[src/rtl/frame_signature.sv]
// Frame signature generator: CRC-16/CCITT over the visible pixels of each
// complete frame, with line/frame timing checks against the nominal raster.
module frame_signature #(
    parameter int WIDTH      = 640,
    parameter int HEIGHT     = 480,
    parameter int HTOTAL     = 800,
    parameter int VTOTAL     = 525,
    parameter int PIX_OFFSET = 0
) (
    input  logic        clk_i,
    input  logic        rst_ni,
    input  logic        enable_i,
    input  logic [5:0]  rrggbb_i,
    input  logic        next_vertical_i,
    input  logic        next_frame_i,
    output logic [15:0] sig_o,
    output logic        sig_valid_o,
    output logic [7:0]  frame_cnt_o,
    output logic        sync_err_o
);

    localparam int HW = (HTOTAL > 1) ? $clog2(HTOTAL) : 1;
    localparam int VW = $clog2(VTOTAL + 1) + 1;
    localparam logic [HW-1:0] HMAX   = HW'(HTOTAL - 1);
    localparam logic [31:0]   PIX_LO = 32'(PIX_OFFSET);
    localparam logic [31:0]   PIX_HI = 32'(PIX_OFFSET + WIDTH);
    localparam logic [31:0]   V_VIS  = 32'(HEIGHT);
    localparam logic [31:0]   V_TOT  = 32'(VTOTAL);
    localparam logic [15:0]   CRC_INIT = 16'hFFFF;

    typedef enum logic [1:0] {IDLE, SYNC, RUN} state_e;

    state_e          state_q, state_d;
    logic [HW-1:0]   hcnt_q, hcnt_d;
    logic [VW-1:0]   vcnt_q, vcnt_d;
    logic [15:0]     crc_q, crc_d;
    logic [15:0]     sig_q, sig_d;
    logic            sig_valid_q, sig_valid_d;
    logic [7:0]      frame_cnt_q, frame_cnt_d;
    logic            sync_err_q, sync_err_d;
    logic            visible;
    logic            timing_err;

    // Shifts one 6-bit pixel into the CRC, MSB first.
    function automatic logic [15:0] crc_absorb6(input logic [15:0] crc, input logic [5:0] pix);
        logic [15:0] c;
        logic        fb;
        c = crc;
        for (int i = 5; i >= 0; i--) begin
            fb = c[15] ^ pix[i];
            c  = {c[14:0], 1'b0};
            if (fb) c = c ^ 16'h1021;
        end
        return c;
    endfunction

    always_comb begin
        hcnt_d = hcnt_q;
        vcnt_d = vcnt_q;
        if (next_vertical_i)     hcnt_d = '0;
        else if (hcnt_q != HMAX) hcnt_d = hcnt_q + 1'b1;

        if (next_frame_i)                         vcnt_d = '0;
        else if (next_vertical_i && vcnt_q != '1) vcnt_d = vcnt_q + 1'b1;

        visible = (32'(hcnt_q) >= PIX_LO) && (32'(hcnt_q) < PIX_HI) && (32'(vcnt_q) < V_VIS);

        // The frame pulse itself closes the last line, hence the +1.
        timing_err = (next_vertical_i && hcnt_q != HMAX)
                   || (!next_vertical_i && hcnt_q == HMAX)
                   || (state_q == RUN && next_frame_i && (32'(vcnt_q) + 32'd1) != V_TOT);
    end

    always_comb begin
        state_d     = state_q;
        crc_d       = crc_q;
        sig_d       = sig_q;
        sig_valid_d = 1'b0;
        frame_cnt_d = frame_cnt_q;
        sync_err_d  = sync_err_q;

        if (state_q != IDLE && timing_err) sync_err_d = 1'b1;

        unique case (state_q)
            IDLE: begin
                crc_d = CRC_INIT;
                if (enable_i) begin
                    state_d    = SYNC;
                    sync_err_d = 1'b0;
                end
            end
            SYNC: begin
                if (!enable_i) begin
                    state_d = IDLE;
                    crc_d   = CRC_INIT;
                end else if (next_frame_i) begin
                    state_d = RUN;
                    crc_d   = CRC_INIT;
                end
            end
            RUN: begin
                // A frame boundary delivers even if enable drops in the same cycle.
                if (next_frame_i) begin
                    sig_d       = crc_q;
                    sig_valid_d = 1'b1;
                    frame_cnt_d = frame_cnt_q + 8'd1;
                    crc_d       = CRC_INIT;
                    if (!enable_i) state_d = IDLE;
                end else if (!enable_i) begin
                    state_d = IDLE;
                    crc_d   = CRC_INIT;
                end else if (visible) begin
                    crc_d = crc_absorb6(crc_q, rrggbb_i);
                end
            end
            default: begin
                state_d = IDLE;
                crc_d   = CRC_INIT;
            end
        endcase
    end

    always_ff @(posedge clk_i or negedge rst_ni) begin
        if (!rst_ni) begin
            state_q     <= IDLE;
            hcnt_q      <= '0;
            vcnt_q      <= '0;
            crc_q       <= CRC_INIT;
            sig_q       <= 16'h0000;
            sig_valid_q <= 1'b0;
            frame_cnt_q <= 8'd0;
            sync_err_q  <= 1'b0;
        end else begin
            state_q     <= state_d;
            hcnt_q      <= hcnt_d;
            vcnt_q      <= vcnt_d;
            crc_q       <= crc_d;
            sig_q       <= sig_d;
            sig_valid_q <= sig_valid_d;
            frame_cnt_q <= frame_cnt_d;
            sync_err_q  <= sync_err_d;
        end
    end

    assign sig_o       = sig_q;
    assign sig_valid_o = sig_valid_q;
    assign frame_cnt_o = frame_cnt_q;
    assign sync_err_o  = sync_err_q;

endmodule

[config.mk]
export PLATFORM = sky130hd
export DESIGN_NAME = frame_signature
export DESIGN_NICKNAME = d
export VERILOG_FILES = /design/src/rtl/frame_signature.sv
export SDC_FILE = /design/constraint.sdc
export NUM_CORES = 1
export LEC_CHECK = 0
export BUFFER_PORTS_ARGS = -buffer_cell sky130_fd_sc_hd__buf_2
export CORE_MARGIN = 1
export CORE_UTILIZATION = 45
export CTS_CLUSTER_DIAMETER = 30
export DETAILED_ROUTE_END_ITERATION = 7
export GPL_ROUTABILITY_DRIVEN = 1
export HOLD_SLACK_MARGIN = 0.15
export PLACE_DENSITY_LB_ADDON = 0.05
export SYNTH_ARGS = -nofsm -noshare
export SYNTH_HDL_FRONTEND = slang
export SYNTH_SLANG_ARGS = --single-unit
[constraint.sdc]
create_clock -name clk_i -period 3.5 [get_ports clk_i]
set_input_delay 0.7 -clock clk_i [delete_from_list [all_inputs] [get_ports clk_i]]
set_output_delay 0.7 -clock clk_i [all_outputs]
set_load 0.005 [all_outputs]
==> results.toml <==
[synthesis]
syn_area_per_cell_um2 = 11.13
synth.distinct_cells = 47
synth-seq-area-share_pct = 52.45
ys_ff_latch = 65
synth_ff_type = "dfrtp_1"
syn_inst = 282
synth_area_um2 = 3139
ys_warn_count = 0
synth_fp_nets = 298
async_flop_share_pct = 100.0
synth-edff-count = 0

[sta]
slew_headroom_pct = 50.22
tightest_slew_ns = 0.7403
rsz0062_at_grt = "false"
skew_ns = 0.01173
fin_crit_sh_pct = 64.32
fmax_mhz = 444.2
period_needed_ns = 2.251
setup_violations = 0
final-max-slew-violation-count = 0
fin_tns_setup_ns = 0
hold_viol = 0

[critical_path]
crit_required_ns = 3.73
arrival_ns = 2.48
crit_fanout = 13
cp-start-kind = "flop"
crit_path_end_kind = "flop"
criticalPathCategory = "flop to flop"

[global_routing]
track_usage_pct = 18.50
antenna_found_initial = 0
grt_pass1_vias = 2063
grt.overflow.total = 0
grt_pass1_wl_um = 10300
grt_max_degree = 48

[cts]
post_cts_buffers = 0
cts_tree = "yes"
clock-sinks = 65
clock_latency_ns = 0.34
cts_resized = 0
clock-root-buffer = "clkbuf_8"
htree_levels = 3
clk_pin_slew_ns = 0.08
numCtsBuffers = 9
cts_buffer_depth = 2
cts_hold_buffers = 0

[layout]
multi_input_area_um2 = 1409
design_area_um2 = 3552
area_delta_synth_final_pct = 13.15
nNetsFinal = 337
filler_cell_count = 641
drive_gt1_share_pct = 28.53
diodes = 0
layout.area.seq_um2 = 1647

[hold_path]
min_path_type = "primary input to asynchronous set/reset pin"

[placement]
hpwl_um = 4127
postPlaceCellArea_um2 = 3390
gp_congestion = 0.8609
portBuffers = 36

[die]
core_area_um2 = 6756
start_util_pct = 46.46
chipWidth_um = 85.53
die_area_um2 = 7315
ios = 37
num_rows = 30
die_h_um = 85.53

[route]
drt_wl_total_um = 6045
wl_per_cell_um = 14.89
drcViolationCount = 0
vias = 2220
firstDrtPassIters = 4
final_antenna_net_count = 0
drtIter0Drc = 58
viasPerCell = 5.468

[pwr]
vdd_ir_drop_max_uv = 233.7
leakagePower_nw = 1.443
cellPowerDensity_nw_per_um2 = 472.5

[job]
drv_cap = 0

[status]
status = "complete, no violations"
per-stage QoR:
step	worst slack (ns)	hold slack (ns)	power [mW]	util [%]	std cells
CTS	1.257	0.2974	1.706	52.57	406
global placement	1.170	0.4575	1.155	50.17	390
finish	1.249	0.2895	1.678	52.57	406
detailed placement	1.144	0.4694	1.158	50.17	390
floorplan	1.538	0.4044	1.039	-	282
global route	1.028	0.3193	1.775	52.57	406
flip-flops by register name (all words and copies together) (netlist names):
register	flops
sig_valid_o	1
frame_cnt_o	8
crc_q	16
sig_o	16
state_q	2
vcnt_q	11
sync_err_o	1
hcnt_q	10
metal layers:
metal	global-route usage (%)	up-vias	part of all wire, %
li1	-	1086	-
met1	26.94	1072	52
met2	26.25	52	42
met3	4.235	10	3.8
met4	8.485	0	2.0
met5	0	-	0
power by group:
group          leakage [nW]  switching (mW)  internal (mW)
combinational         0.583           0.112          0.134
clock                0.0818           0.287          0.252
sequential            0.778          0.0619          0.832
critical path, stage by stage (launching register included):
cell and delay, ns:
dfrtp_1 0.42, ha_1 0.24, and3_1 0.19, and4_1 0.21, ha_1 0.31, nor4b_1 0.43
nand4_1 0.16, xor2_1 0.14, nor2_1 0.05
cell families after synthesis:
logic type | synth area share (%)
multiplexers | 7.094
buffers and inverters | 2.750
AO/OA/AOI/OAI | 12.44
flip-flops | 52.45
XOR/XNOR | 9.207
AND/OR/NAND/NOR | 14.07
adder cells (fa/ha/maj) | 1.993
layout by cell type (no fill, tap or decap), types with 2 or more instances in the layout:
cell type and instances:
xnor2_1 23, nand3_1 5, a2bb2oi_1 10, nand2_1 23, ha_1 5, nor2b_1 2, or3_1 3, nor4b_1 2
inv_1 6, a21oi_1 9, nand2b_1 2, nand4_1 10, o31ai_1 3, clkinvlp_4 2, o21ai_0 19, o22a_1 6
clkinv_2 4, nor2_1 19, and3_1 6, mux2i_1 2, clkbuf_8 9, nor3_1 3, buf_2 36, a41oi_1 2
dfstp_2 16, xor2_1 10, dfrtp_1 49, mux2_2 18, a31oi_1 2
area by class of cell:
| type | count | area share [%] |
|---|---|---|
| Clock inverter | 6 | 0.9863 |
| Clock buffer | 10 | 3.593 |
| Tap cell | 80 | 2.818 |
| Sequential cell | 65 | 46.35 |
| Inverter | 7 | 0.7397 |
| Timing Repair Buffer | 38 | 5.847 |
| Multi-Input combinational cell | 200 | 39.66 |
Yosys cell counts (all sizes together), types with 7 or more instances:
library cell,number,area (um2)
a2bb2oi,10,87.58
nand4,11,83.83
xor2,10,87.58
o21ai,20,100.1
inv,7,26.27
nor2,20,75.07
dfstp,16,420.4
xnor2,23,201.4
buf,8,47.54
a21oi,9,45.04
mux2,18,202.7
nand2,23,86.33
dfrtp,49,1226
worst paths after layout:
| check | startpoint | endpoint | slack (ns) | cells past startpoint |
|---|---|---|---|---|
| max | hcnt_q[0] | hcnt_q[9] | 1.25 | 8 |
| min | rst_ni | vcnt_q[7] | 0.29 | 1 |
| max reg2reg | hcnt_q[0] | hcnt_q[9] | 1.25 | 8 |
| min reg2reg | frame_cnt_o[7] | frame_cnt_o[7] | 0.47 | 1 |
| max in group asynchronous | rst_ni | state_q[0] | 2.26 | 2 |
| min in group clk_i | frame_cnt_o[7] | frame_cnt_o[7] | 0.47 | 1 |
(Power assumes the default switching activity.)
